File: src/rtl/audio_rec_pkg.sv
// audio_rec_pkg: shared types, widths and helpers for the audio RAM sequencer
package audio_rec_pkg;
    localparam int ADDR_W = 26;
    localparam logic [ADDR_W-1:0] ADDR_ONE = 26'd1;
    typedef enum logic [2:0] {IDLE, REC, PLAY_IDLE, PLAY_WAIT, PLAY_ACK} state_t;
    function automatic int sample_w(input int bytes);
        return 8 * bytes;
    endfunction
endpackage

File: src/rtl/audio_addr_ptr.sv
// audio_addr_ptr: address counter with sync clear, increment and terminal compare
module audio_addr_ptr
    import audio_rec_pkg::*;
(
    input  logic              clk,
    input  logic              reset,
    input  logic              clr,
    input  logic              inc,
    input  logic [ADDR_W-1:0] term_val,
    output logic [ADDR_W-1:0] cnt,
    output logic [ADDR_W-1:0] nxt,
    output logic              at_term
);
    logic [ADDR_W-1:0] cnt_q, cnt_d;
    // next count: clear has priority over increment
    always_comb begin
        nxt     = cnt_q + ADDR_ONE;
        cnt_d   = clr ? '0 : inc ? nxt : cnt_q;
        cnt     = cnt_q;
        at_term = cnt_q == term_val;
    end
    // count register
    always_ff @(posedge clk) cnt_q <= reset ? '0 : cnt_d;
endmodule

File: src/rtl/audio_ram_sequencer.sv
// audio_ram_sequencer: record/playback controller for the DDR RAM wrapper; LOOP_PLAYBACK_EN enables looped playback
module audio_ram_sequencer
    import audio_rec_pkg::*;
#(
    parameter int DATA_BYTE_WIDTH = 1,
    localparam int W = sample_w(DATA_BYTE_WIDTH)
) (
    input  logic              clk,
    input  logic              reset,
    input  logic              rec_start,
    input  logic              play_start,
    input  logic              stop,
    input  logic [W-1:0]      sample_in,
    input  logic              sample_in_valid,
    input  logic              sample_tick,
    output logic [W-1:0]      sample_out,
    output logic              sample_out_valid,
    output logic [ADDR_W-1:0] ram_address,
    output logic [W-1:0]      ram_data_in,
    output logic              ram_write_enable,
    output logic              ram_read_request,
    output logic              ram_read_ack,
    input  logic [W-1:0]      ram_data_out,
    input  logic              ram_rdy,
    input  logic              ram_rd_data_pres,
    input  logic [ADDR_W-1:0] max_ram_address,
    output logic              recording,
    output logic              playing,
    output logic [ADDR_W-1:0] rec_length,
    output logic              mem_full,
    output logic              overrun
);
`ifdef LOOP_PLAYBACK_EN
    localparam bit LOOP_EN = 1'b1;
`else
    localparam bit LOOP_EN = 1'b0;
`endif
    state_t state_q, state_d;
    logic [ADDR_W-1:0] ram_address_q, ram_address_d, rec_length_q, rec_length_d;
    logic [W-1:0] ram_data_in_q, ram_data_in_d, sample_out_q, sample_out_d;
    logic we_q, we_d, rr_q, rr_d, ack_q, ack_d, sov_q, sov_d;
    logic mem_full_q, mem_full_d, overrun_q, overrun_d, stop_pend_q, stop_pend_d;
    logic [ADDR_W-1:0] wr_cnt, wr_nxt, rd_cnt, rd_nxt;
    logic wr_term, rd_term, wr_clr, wr_inc, play_go, rd_clr, req, in_ack, stopping;
    // command decode shared by the FSM and the datapath
    always_comb begin
        wr_clr   = state_q == IDLE && ram_rdy && rec_start;
        play_go  = state_q == IDLE && ram_rdy && !rec_start && play_start && rec_length_q != '0;
        wr_inc   = state_q == REC && sample_in_valid;
        req      = state_q == PLAY_IDLE && sample_tick && !stop;
        in_ack   = state_q == PLAY_ACK;
        stopping = stop_pend_q || stop;
        rd_clr   = play_go || (LOOP_EN && in_ack && rd_term && !stopping);
    end
    audio_addr_ptr u_wr_ptr (
        .clk(clk), .reset(reset), .clr(wr_clr), .inc(wr_inc), .term_val(max_ram_address),
        .cnt(wr_cnt), .nxt(wr_nxt), .at_term(wr_term)
    );
    audio_addr_ptr u_rd_ptr (
        .clk(clk), .reset(reset), .clr(rd_clr), .inc(in_ack), .term_val(rec_length_q - ADDR_ONE),
        .cnt(rd_cnt), .nxt(rd_nxt), .at_term(rd_term)
    );
    // state register
    always_ff @(posedge clk) state_q <= reset ? IDLE : state_d;
    // next-state logic; a pending stop always drains the outstanding read first
    always_comb begin
        state_d = state_q;
        case (state_q)
            IDLE:      state_d = wr_clr ? REC : play_go ? PLAY_IDLE : IDLE;
            REC:       state_d = (stop || (wr_inc && wr_term)) ? IDLE : REC;
            PLAY_IDLE: state_d = stop ? IDLE : sample_tick ? PLAY_WAIT : PLAY_IDLE;
            PLAY_WAIT: state_d = ram_rd_data_pres ? PLAY_ACK : PLAY_WAIT;
            PLAY_ACK:  state_d = (stopping || (rd_term && !LOOP_EN)) ? IDLE : PLAY_IDLE;
            default:   state_d = IDLE;
        endcase
    end
    // registered outputs; the address only moves on a write or a new read request
    always_comb begin
        ram_address_d = wr_inc ? wr_cnt : req ? rd_cnt : ram_address_q;
        ram_data_in_d = wr_inc ? sample_in : ram_data_in_q;
        we_d          = wr_inc;
        rr_d          = req;
        ack_d         = state_q == PLAY_WAIT && ram_rd_data_pres;
        sov_d         = in_ack && !stopping;
        sample_out_d  = sov_d ? ram_data_out : sample_out_q;
        rec_length_d  = wr_clr ? '0 : wr_inc ? wr_nxt : rec_length_q;
        mem_full_d    = wr_clr ? 1'b0 : (wr_inc && wr_term) ? 1'b1 : mem_full_q;
        overrun_d     = (wr_clr || play_go) ? 1'b0 : (state_q == PLAY_WAIT && sample_tick) ? 1'b1 : overrun_q;
        stop_pend_d   = state_q == PLAY_WAIT && stopping;
    end
    // output and flag registers
    always_ff @(posedge clk) begin
        if (reset) begin
            ram_address_q <= '0;
            ram_data_in_q <= '0;
            sample_out_q  <= '0;
            rec_length_q  <= '0;
            {we_q, rr_q, ack_q, sov_q, mem_full_q, overrun_q, stop_pend_q} <= '0;
        end else begin
            ram_address_q <= ram_address_d;
            ram_data_in_q <= ram_data_in_d;
            sample_out_q  <= sample_out_d;
            rec_length_q  <= rec_length_d;
            {we_q, rr_q, ack_q, sov_q, mem_full_q, overrun_q, stop_pend_q} <=
                {we_d, rr_d, ack_d, sov_d, mem_full_d, overrun_d, stop_pend_d};
        end
    end
    assign sample_out       = sample_out_q;
    assign sample_out_valid = sov_q;
    assign ram_address      = ram_address_q;
    assign ram_data_in      = ram_data_in_q;
    assign ram_write_enable = we_q;
    assign ram_read_request = rr_q;
    assign ram_read_ack     = ack_q;
    assign recording        = state_q == REC;
    assign playing          = state_q == PLAY_IDLE || state_q == PLAY_WAIT || state_q == PLAY_ACK;
    assign rec_length       = rec_length_q;
    assign mem_full         = mem_full_q;
    assign overrun          = overrun_q;
endmodule

File: config.mk
export PLATFORM = sky130hd
export DESIGN_NAME = audio_ram_sequencer
export DESIGN_NICKNAME = d
export VERILOG_FILES = /design/src/rtl/audio_rec_pkg.sv /design/src/rtl/audio_addr_ptr.sv /design/src/rtl/audio_ram_sequencer.sv
export SDC_FILE = /design/constraint.sdc
export NUM_CORES = 1
export LEC_CHECK = 0
export ABC_AREA = 0
export CORE_AREA = 2 2 105 107
export CTS_BUF_LIST = sky130_fd_sc_hd__clkbuf_8
export DETAILED_ROUTE_END_ITERATION = 10
export DIE_AREA = 0 0 107 109
export PLACE_DENSITY = 0.85
export SKIP_CTS_REPAIR_TIMING = 1
export SYNTH_ARGS = -nofsm -noshare
export SYNTH_HDL_FRONTEND = slang
export SYNTH_SLANG_ARGS = --single-unit
File: constraint.sdc
create_clock -name clk -period 5.2 [get_ports clk]
set_input_delay 1.3 -clock clk [delete_from_list [all_inputs] [get_ports clk]]
set_output_delay 1.3 -clock clk [all_outputs]
set_load 0.02 [all_outputs]
-- Word-level counts from Yosys, hierarchy flattened
Cells that the tools add are included.
- register bits: 104
- bits of input ports: 51
- $add $sub $neg: 3
- equal/unequal tests: 6
- multiplexer cells: 10
- reductions and logical operators: 28
- operator list (kind ; count):
    adder 26 x 1 -> 26 bit, second input constant ; 2
    equality test 26 bit ; 2
    two-way mux 26 bit ; 2
    nonzero test 26 bit ; 1
    subtractor 26 x 1 -> 26 bit, second input constant ; 1
    one-hot mux 3 bit (5 select lines) ; 1
    logical AND 1 bit ; 13
    two-way mux 2 bit ; 4
    equality test 3 x 2 -> 1 bit, second input constant ; 2
    logical OR 1 bit ; 6
    OR reduction 2 bit ; 3
    equality test 3 x 1 -> 1 bit, second input constant ; 1
    equality test 3 bit, second input constant ; 1
    zero test 1 bit ; 3
    zero test 3 bit ; 1
    two-way mux 3 bit ; 1
    two-way mux 1 bit ; 2
    nonzero test 2 bit ; 1

-- Longest topological paths before layout
- depth after elaboration: 8
- gate-level depth with buffers: 10
- gate-level depth less buffers: 9

-- Cells and area by module
Synthesis repeated with hierarchy kept, for this count alone.
- cells, all modules: 918
- area, all modules: 7507.2 um^2
- by module, submodules not included (module ; times used ; cells an instance ; area an instance (um^2)):
    audio_addr_ptr ; 2 ; 256 ; 2037.0
    audio_ram_sequencer ; 1 ; 406 ; 3433.3

-- Worst setup path before layout
Ideal clock, no wire load.
- path type: input port to flip-flop
- start: in sample_in_valid
- end: reg rec_length_q[25], in the netlist rec_length[25]
- library setup time: 0.070 ns
- arrival time: 2.947 ns
- path slack: 2.182 ns
- cell stages on the path: 7
- path buffers: 0
- cell sequence: nor4bb_1 and3_1 nand2_1 nor2_1 nand3_1 or3_1 a21oi_1
- cells in the longest elaborated chain, start to end: 1
- RTL lines (item ; RTL line ; source):
    from (decl) ; audio_ram_sequencer.sv:14 ; input logic sample_in_valid,
    logical AND 1 bit ; audio_ram_sequencer.sv:49 ; wr_inc = state_q == REC && sample_in_valid;
    to (signal assigned) ; audio_ram_sequencer.sv:103 ; rec_length_q <= rec_length_d;
    to (decl) ; audio_ram_sequencer.sv:39 ; logic [ADDR_W-1:0] ram_address_q, ram_address_d, rec_length_q, rec_length_d;
Every way passes these cells.
A chain may end at the register's enable or synchronous reset.

-- Worst setup path after layout
- start: reg rec_length_q[0], in the netlist rec_length[0]
- end: reg state_q[1]
- cells in the longest elaborated chain, start to end: 5
- elaborated cells on any way between the ends: 9
- RTL lines (item ; RTL line ; source):
    subtractor 26 x 1 -> 26 bit ; audio_ram_sequencer.sv:60 ; .clk(clk), .reset(reset), .clr(rd_clr), .inc(in_ack), .term_val(rec_length_q - ADDR_ONE),
    via u_rd_ptr.term_val[0] ; audio_addr_ptr.sv:9 ; input logic [ADDR_W-1:0] term_val,
    equality test 26 bit ; audio_addr_ptr.sv:20 ; at_term = cnt_q == term_val;
    logical OR 1 bit ; audio_ram_sequencer.sv:73 ; PLAY_ACK: state_d = (stopping || (rd_term && !LOOP_EN)) ? IDLE : PLAY_IDLE;
    two-way mux 2 bit ; audio_ram_sequencer.sv:73 ;
    one-hot mux 3 bit (5 select lines) ; audio_ram_sequencer.sv:68 ; case (state_q)
    to (signal assigned) ; audio_ram_sequencer.sv:64 ; always_ff @(posedge clk) state_q <= reset ? IDLE : state_d;
    to (decl) ; audio_ram_sequencer.sv:38 ; state_t state_q, state_d;
The timed path passes the listed nets, and every way through them passes these cells.

==> out/results.ini <==
[run_status]
status = finished clean

[cells_and_area]
final_common_cell = clkdlybuf4s50_1
most-common-layout-cells = 125 x clkdlybuf4s50_1, 108 x nor2_1, 103 x dfxtp_1, 60 x nand2_1, 50 x xnor2_1
diodes = 0
final_layout_size_suffix_gt1_frac = 0.0516
register_area_um2 = 2060
layout.nets = 844
fin_cells = 935
fin_area_um2 = 7100
multi_input_area_um2 = 3330
area_growth_pct = 25.4
n_fill_cell = 877

[worst_setup_path]
worstPathRequired_ns = 5.46
crit_buf_inv = 1
worstPathCellList = inv_1 -> ha_1 -> nor4b_1 -> nand4_1 -> o31a_1 -> a21oi_1 -> o211ai_1 -> nor4_1 -> a21oi_2
crit_family = simple AND/OR/NAND/NOR gates
crit_type = flip-flop to flip-flop
worstPathArrival_ns = 3.66
slowest_stage = nor4b_1
crit_path_max_fanout = 10
cp-start-kind = flip-flop
crit_path_max_incr_delay_ns = 0.66
critPathCaptureType = flip-flop

[clocking]
clkTransAtPathRegs_ns = 0.11
htreeDepth = 3
cts_tree = done
tritoncts.num_buffers = 9
cts_buffer_depth = 2
cts_sinks = 103
ctsRootBufferMaster = clkbuf_8
clkLatencyLatePin_ns = 0.37

[placed_design]
gp_congestion = 0.952
post_dp_cell_area_um2 = 6900
place_inst = 919
io_buffers = 126
hpwl_um = 11300

[flow_run]
drv_cap = 0

[synthesis]
syn-cell-area_um2 = 5670
synth_nets = 760
async_reset_ff_frac = 0
synthDominantCellAreaShare = 0.364
synth_seq_cells = 103
yosysSeqAreaShare = 0.364
synthCells = 706
synth_ff_type = dfxtp_1
yosysUniqueCellTypes = 57
synth_edf_count = 0
yosys_warnings = 0
synth_area_per_cell_um2 = 8.03
synth.area.top_cells = dfxtp_1 36%, xnor2_1 7.7%, nor2_1 7.2%
synth_top_area_cell = dfxtp_1

[timing]
drv_slew = 0
fmax_mhz = 293
setup_violations = 0
fin_tns_setup_ns = 0
fin_skew_ns = 0.00893
relSlewSlack = 0.297
hold-worst-slack_ns = 0.460
layout_min_cycle_time_ns = 3.41
rsz0062_at_grt = no
min_period_over_period = 0.655
hold_viol_final = 0
tightestPinTransition_ns = 1.06

[detailed_routing]
first_pass_iters = 5
vias = 5445
wl_um = 15800
drt_first_iter_violations = 502
ant_nets = 0
viasPerCell = 5.82
routedWlPerCell_um = 16.9
drc = 0

[power]
vdd_drop_max_uv = 150
p_leak_nw = 2.63
power_per_cell_area_nw_per_um2 = 210

[floorplan]
dieHeight_um = 109
die_w_um = 107
die-area_um2 = 11700
io_pins = 127
rows = 38
start_util = 0.534
core_area_um2 = 10600

[global_route]
grt_use_total = 0.277
grt_pass1_vias = 5448
grt_first_pass_wirelength_um = 25900
grt_max_degree = 61
antenna_found_initial = 0
grt-ovfl-total = 0

[min_path]
hp-class = flip-flop to flip-flop

## registers in the layout, summed over array words and instances (netlist names)
register,cells
ram_address,26
mem_full,1
stop_pend_q,1
ram_data_in,8
ram_read_request,1
ram_write_enable,1
overrun,1
rec_length,26
sample_out,8
state_q,3
u_rd_ptr.cnt,26
sample_out_valid,1
## kinds of logic after synthesis
group                      Yosys count  share of synthesized area
xor gates and xnor gates            95                      0.147
and+or+nand+nor                    306                      0.264
muxes                               26                     0.0472
buffers and inverters               69                     0.0508
AOI/OAI and AO/OA                  104                      0.121
DFF                                103                      0.364
adders and majority gates            3                    0.00662
## area by class of cell
class                      instances  share of cell area
sequential                       103               0.290
clock inverter                     7              0.0120
inverter                          13             0.00687
clock buffer                       9              0.0174
tap                              140              0.0247
multi-input combinational        534               0.469
timing repair buffer             129               0.180
## stage by stage
step / power, W / worst slack, ns / utilization
global placement: 0.000973 / 1.51 / 0.650
CTS: 0.00150 / 1.81 / 0.670
global route: 0.00155 / 1.41 / 0.670
finish: 0.00149 / 1.79 / 0.670
floorplan: 0.000900 / 2.18 / -
detailed placement: 0.000977 / 1.42 / 0.650
## routing by layer
layer	vias to the layer above	track usage	wire length (um)
met1	2522	0.346	6610
met4	0	0.0844	288
met3	27	0.0568	1420
li1	2620	-	-
met2	276	0.482	7440
met5	-	0	0
## path summary, 6_finish.rpt
path | slack, ns | startpoint | cells after the start | end
min reg2reg | 0.46 | ram_data_in[1] | 2 | ram_data_in[1]
max | 1.79 | rec_length[0] | 9 | state_q[1]
min | 0.46 | ram_data_in[1] | 2 | ram_data_in[1]
max reg2reg | 1.79 | rec_length[0] | 9 | state_q[1]
## tightest hold or removal path, stage by stage, from the launching register on
cell     delay [ns]
dfxtp_1        0.32
nand2_1        0.05
a21oi_1        0.05
## synth_stat cells (3+ instances only)
cell / number
nor4_1: 10
o21ai_0: 15
nor4b_1: 3
a21oi_1: 36
nor3_1: 23
nor3b_1: 5
a31oi_1: 6
xor2_1: 45
o211ai_1: 3
inv_1: 13
or4_4: 3
or2_2: 4
buf_2: 4
or3_1: 12
buf_1: 6
xnor2_1: 50
nand2_1: 61
ha_1: 3
nand3_1: 28
clkbuf_1: 42
dfxtp_1: 103
nor2_1: 108
and4_1: 4
and3_1: 8
nand4_1: 20
buf_6: 3
a211oi_1: 27
mux2i_1: 23
## where the power goes
part | total [W] | leakage, nW | switching [W] | internal (W)
registers | 0.000808 | 0.832 | 0.00000845 | 0.000800
logic | 0.000152 | 1.69 | 0.0000731 | 0.0000791
clock network | 0.000532 | 0.107 | 0.000299 | 0.000233
total | 0.00149 | 2.63 | 0.000380 | 0.00111
(Power assumes the default switching activity.)
